--- config.mk ---
export PLATFORM = sky130hd
export DESIGN_NAME = regfile_writeback_queue
export DESIGN_NICKNAME = d
export VERILOG_FILES = /design/src/rtl/wbq_pkg.sv /design/src/rtl/wbq_match.sv /design/src/rtl/regfile_writeback_queue.sv
export SDC_FILE = /design/constraint.sdc
export NUM_CORES = 1
export LEC_CHECK = 0
export CAP_MARGIN = 20
export CORE_MARGIN = 3
export CORE_UTILIZATION = 26
export DETAILED_ROUTE_END_ITERATION = 16
export PLACE_DENSITY = 0.56
export SLEW_MARGIN = 10
export SYNTH_ARGS = -nofsm -noshare
export SYNTH_HDL_FRONTEND = slang
export SYNTH_HIERARCHICAL = 1
export SYNTH_SLANG_ARGS = --single-unit
--- constraint.sdc ---
create_clock -name Clk -period 4.67 [get_ports Clk]
set_clock_uncertainty 0.15 [all_clocks]
set_input_delay 1.1675 -clock Clk [delete_from_list [all_inputs] [get_ports Clk]]
set_output_delay 1.1675 -clock Clk [all_outputs]
set_load 0.1 [all_outputs]
--- src/rtl/wbq_pkg.sv ---
// Shared types and helpers for the register-file write-back queue.
package wbq_pkg;

  localparam int unsigned WbqAw    = 5;
  localparam int unsigned WbqWidth = 64;

  localparam logic [WbqAw-1:0] XZR_IDX = 5'd31;

  typedef struct packed {
    logic [WbqAw-1:0]    rd;
    logic [WbqWidth-1:0] data;
  } wb_entry_t;

  function automatic logic is_xzr(input logic [WbqAw-1:0] idx);
    return idx == XZR_IDX;
  endfunction

endpackage

--- src/rtl/wbq_match.sv ---
// Youngest-match lookup over the valid entries of the write-back queue.
module wbq_match
  import wbq_pkg::*;
#(
  parameter int unsigned DEPTH = 4,
  parameter int unsigned PW    = $clog2(DEPTH)
) (
  input  wb_entry_t             entries [DEPTH],
  input  logic [DEPTH-1:0]      valid,
  input  logic [PW-1:0]         head,
  input  logic [WbqAw-1:0]      idx,
  output logic                  hit,
  output logic [WbqWidth-1:0]   data
);

  logic [PW-1:0] slot;

  // Walk oldest to youngest so the last match (the youngest) wins.
  always_comb begin
    hit  = 1'b0;
    data = '0;
    slot = '0;
    for (int unsigned k = 0; k < DEPTH; k++) begin
      slot = head + PW'(k);
      if (valid[slot] && entries[slot].rd == idx) begin
        hit  = 1'b1;
        data = entries[slot].data;
      end
    end
  end

endmodule

--- src/rtl/regfile_writeback_queue.sv ---
// FIFO feeding the register-file write port; one commit per cycle.
// Optional read bypass of queued/committing values under WBQ_BYPASS_EN.
module regfile_writeback_queue
  import wbq_pkg::*;
#(
  parameter int unsigned DEPTH = 4,
  parameter int unsigned WIDTH = 64,
  parameter int unsigned AW    = 5
) (
  input  logic             Clk,
  input  logic             Reset,
  input  logic             InValid,
  output logic             InReady,
  input  logic [AW-1:0]    InRd,
  input  logic [WIDTH-1:0] InData,
  input  logic             RegFileHold,
  output logic [AW-1:0]    RW,
  output logic [WIDTH-1:0] BusW,
  output logic             RegWr,
  output logic             Empty,
  input  logic [AW-1:0]    RA,
  input  logic [AW-1:0]    RB,
  output logic             HitA,
  output logic             HitB,
  output logic [WIDTH-1:0] FwdA,
  output logic [WIDTH-1:0] FwdB
);

  localparam int unsigned PW = $clog2(DEPTH);
  localparam int unsigned CW = PW + 1;

  wb_entry_t     entries_q [DEPTH];
  logic [PW-1:0] head_q, tail_q;
  logic [CW-1:0] count_q;
  logic          push, pop;

  assign InReady = count_q != CW'(DEPTH);
  assign Empty   = count_q == '0;
  // XZR writes complete the handshake but are dropped here.
  assign push    = InValid && InReady && !is_xzr(InRd);
  assign pop     = (count_q != '0) && !RegFileHold;

  always_ff @(posedge Clk) begin
    if (push) begin
      entries_q[tail_q] <= '{rd: InRd, data: InData};
    end
  end

  always_ff @(posedge Clk) begin
    if (Reset) begin
      head_q  <= '0;
      tail_q  <= '0;
      count_q <= '0;
      RegWr   <= 1'b0;
      RW      <= '0;
      BusW    <= '0;
    end else begin
      RegWr <= pop;
      if (push) begin
        tail_q <= tail_q + PW'(1);
      end
      if (pop) begin
        RW     <= entries_q[head_q].rd;
        BusW   <= entries_q[head_q].data;
        head_q <= head_q + PW'(1);
      end
      unique case ({push, pop})
        2'b10:   count_q <= count_q + CW'(1);
        2'b01:   count_q <= count_q - CW'(1);
        default: count_q <= count_q;
      endcase
    end
  end

`ifdef WBQ_BYPASS_EN
  logic [DEPTH-1:0] valid;
  logic             q_hit_a, q_hit_b;
  logic [WIDTH-1:0] q_data_a, q_data_b;

  // Slot i is live when its distance from head is below count.
  always_comb begin
    valid = '0;
    for (int unsigned i = 0; i < DEPTH; i++) begin
      valid[i] = {1'b0, PW'(i) - head_q} < count_q;
    end
  end

  wbq_match #(.DEPTH(DEPTH)) u_match_a (
    .entries (entries_q),
    .valid   (valid),
    .head    (head_q),
    .idx     (RA),
    .hit     (q_hit_a),
    .data    (q_data_a)
  );

  wbq_match #(.DEPTH(DEPTH)) u_match_b (
    .entries (entries_q),
    .valid   (valid),
    .head    (head_q),
    .idx     (RB),
    .hit     (q_hit_b),
    .data    (q_data_b)
  );

  assign HitA = !is_xzr(RA) && (q_hit_a || (RegWr && RW == RA));
  assign HitB = !is_xzr(RB) && (q_hit_b || (RegWr && RW == RB));
  assign FwdA = !HitA ? '0 : (q_hit_a ? q_data_a : BusW);
  assign FwdB = !HitB ? '0 : (q_hit_b ? q_data_b : BusW);
`else
  logic unused_read_idx;
  assign unused_read_idx = ^{RA, RB};
  assign HitA = 1'b0;
  assign HitB = 1'b0;
  assign FwdA = '0;
  assign FwdB = '0;
`endif

endmodule

==> impl_results.rst <==
.. list-table::
   :header-rows: 1

   * - Metric
     - Value
   * - Number of distinct library cells after synthesis
     - 30
   * - Fill cell count
     - 4,841
   * - Count of state elements after synthesis
     - 353
   * - Maximum number of pins on one net before global-route repair
     - 54
   * - Final estimated routing congestion in global placement
     - 0.660
   * - Wire length of the first global-routing pass
     - approximately 42,000 um
   * - Number of setup buffers added after CTS
     - 0
   * - Count of final max-slew check failures
     - 0
   * - Final setup violation count
     - 0
   * - Synth-to-Final Area Change
     - 24.2%
   * - Final count of hold timing violations
     - 0
   * - Number of core rows
     - 82
   * - Transition time at the pin with the least slew margin
     - 1110 ps
   * - Area share of the largest cell type after synthesis
     - 0.616
   * - Core footprint
     - slightly above 50,000 sq um
   * - WS Path Type
     - reg -> out
   * - Largest area contributor in the synthesized netlist
     - edfxtp_1
   * - Critical path's top delay family
     - buffers and inverters
   * - Clock Sink Count
     - 353
   * - P_leak
     - around 5.7 nW
   * - CTS Root Cell
     - clkbuf_16
   * - Chip Width
     - 233 um
   * - Largest incremental delay on the critical path
     - 1020 ps
   * - CTS Hold Buffers Added
     - 0
   * - Total GRT Usage
     - 0.105
   * - Highest ir drop seen on vdd
     - approximately 0.35 mV
   * - Critical path data arrival time
     - ~2400 ps
   * - Average routed wire per standard cell
     - ~18 um
   * - Clock slew at the register clock pins of the worst setup and hold paths
     - 60 ps
   * - Antenna violation net count after detailed routing
     - 0
   * - Resized Gates After CTS
     - 0
   * - Gr ovfl total
     - 0
   * - Number of nets in the final layout
     - 962
   * - Setup crit start kind
     - flip-flop
   * - Register-to-Register Path Depth
     - 9
   * - Buffer depth of the longest clock path
     - 3
   * - Drt total wl
     - ~28,000 um
   * - Synth warnings
     - 6
   * - Worst slew margin relative to its limit
     - 0.259
   * - Highest attainable clock frequency
     - ~0.27 GHz
   * - Starting Density
     - 0.265
   * - Sum of internal, switching and leakage power
     - between 0.01 and 0.015 W
   * - Y dimension of the die
     - approximately 230 um
   * - FF-to-FF setup slack
     - between 2000 and 2500 ps
   * - Tightest Hold Check Type
     - reg -> reg
   * - Boundary Pins
     - about 290
   * - Pwr per Cell Area
     - about 640 nW/um^2
   * - Average via count per standard cell
     - just over 4
   * - Mean instance size in the synthesized netlist
     - around 19 sq um
   * - Count of mapped cells out of synthesis
     - around 700
   * - Cts bufs inserted
     - between 40 and 50
   * - Estimated wirelength of the detail-placed design
     - approximately 16,000 um
   * - Hold Path Sink
     - BusW[37]
   * - Max stage delay cell, worst path
     - clkdlybuf4s50_1
   * - Launching element of the worst setup path
     - count_q[0]
   * - Core utilization of the finished layout
     - 0.330
   * - Post-route worst hold slack
     - 325 ps
   * - Data required time at the worst endpoint
     - 3350 ps
   * - Unrepaired setup endpoints after global routing
     - no
   * - Detailed Routing Iterations Pass 1
     - 4
   * - Hold Startpoint
     - BusW[37]
   * - Max-Cap Viols
     - 0
   * - Htree depth
     - 2
   * - R2R Path End
     - count_q[2]
   * - FF/Latch Area
     - a little under 10,000 sq um
   * - Ratio of final minimum period to clock period
     - 0.798
   * - Drc violations
     - 0
   * - Cell depth of the worst min-delay path
     - 1
   * - R2R Path Start
     - count_q[0]
   * - Number of cells after detailed placement
     - approximately 1,500
   * - Sequential share of the synthesized area
     - 0.731
   * - Initial antenna violation count
     - 3
   * - Area of the multi-input gates
     - between 2000 and 3000 sq um
   * - Detailed-route via count
     - 6,405
   * - Clock period minus worst slack
     - ~3700 ps
   * - Full die area
     - 54,500 sq um
   * - Result of the run
     - completed
   * - Critical path, cell by cell
     - or3b_2 > clkdlybuf4s50_1
   * - Clk_lat worst skew
     - 550 ps
   * - Number of global-route vias before repair
     - 6,694
   * - Worst Setup End Kind
     - primary output
   * - Proportion of layout cells with a drive suffix above 1
     - 0.178
   * - Number of buffer and inverter instances along the worst setup path
     - 1
   * - Cell area after technology mapping
     - roughly 13,000 sq um
   * - Setup tns final
     - 0 ps
   * - Top cells by area, synth
     - edfxtp_1, mux4_2, dfxtp_1
   * - Initial drt markers
     - around 420
   * - Number of port buffers
     - roughly 140
   * - Worst-path fanout max
     - 4
   * - Post-route non-filler standard cell count
     - about 1,600
   * - Clock tree from TritonCTS
     - built
metal layers:
metal  part of all wire  track usage  vias to the layer above
met3              0.083       0.0393                       62
met1               0.41        0.127                     3250
li1                   -            -                     2852
met2               0.48        0.174                      239
met4              0.029       0.0342                        2
met5            0.00046            0                        -
cell usage in the layout, fill, tap and decap left out, types with 7 or more instances in the layout:
master,netlist,layout
a22o_1,69,69
buf_4,131,12
clkbuf_1,12,9
clkbuf_16,0,43
clkdlybuf4s50_1,0,143
conb_1,1,130
dfxtp_1,77,75
edfxtp_1,276,276
inv_1,9,9
mux4_2,69,69
nor2_1,7,7
worst max path at each step:
stage	cells after the start	endpoint	slack (ps)
global route	2	InReady	860
detailed placement	10	count_q[2]	830
finish	2	InReady	940
floorplan	3	entries_q[0][0]	970
CTS	2	InReady	870
global placement	10	count_q[2]	840
through the flow:
step / setup slack, ps / instance area (sq um)
2_1_floorplan: 970 / 13900
3_3_place_gp: 836 / 15300
3_5_place_dp: 828 / 15300
4_1_cts: 873 / 16700
5_1_grt: 855 / 16700
6_report: 941 / 16700
logic make-up (layout without fill, tap and decap cells):
kind of cell | after synthesis | count (layout) | synth area share
DFF | 353 | 353 | 0.731
xor gates and xnor gates | 2 | 2 | 0.00130
and+or+nand+nor | 20 | 20 | 0.00855
AOI/OAI and AO/OA | 78 | 78 | 0.0500
muxes | 71 | 71 | 0.117
adders and majority gates | 6 | 6 | 0.00614
buffers and inverters | 170 | 246 | 0.0861
other | 1 | 133 | 0.000279
layout make-up:
cell class                 instances  area share
inverter                           9     0.00202
sequential                       353       0.589
antenna                            3    0.000449
clock inverter                    20      0.0131
tap                              672      0.0503
timing repair buffer             160      0.0975
multi-input combinational        307       0.178
clock buffer                      57      0.0705
synth_stat cells, drive strengths merged:
cell type and number:
edfxtp 276, buf 149, dfxtp 77, a22o 69
mux4 69, clkbuf 12, inv 9, nor2 7
ha 5, a21oi 4, and2 4, or3 3
nand2b 2, o21ai 2, xor2 2, a311oi 1
a31o 1, conb 1, fa 1, mux2 1
mux2i 1, nand2 1, nand3 1, nor3 1
o211a 1, or3b 1
power breakdown:
| group | switching [W] | total (W) | internal (W) |
|---|---|---|---|
| Clock | 0.00127 | 0.00326 | 0.00200 |
| Combinational | 0.00249 | 0.00342 | 0.000928 |
| Sequential | 0.000205 | 0.00403 | 0.00382 |
registers in the layout, summed over array words and instances (netlist names):
| signal | flops |
|---|---|
| tail_q | 2 |
| RegWr | 1 |
| RW | 5 |
| entries_q | 276 |
| count_q | 3 |
| head_q | 2 |
| BusW | 64 |
Note: power is estimated with default switching activity, not from simulation.
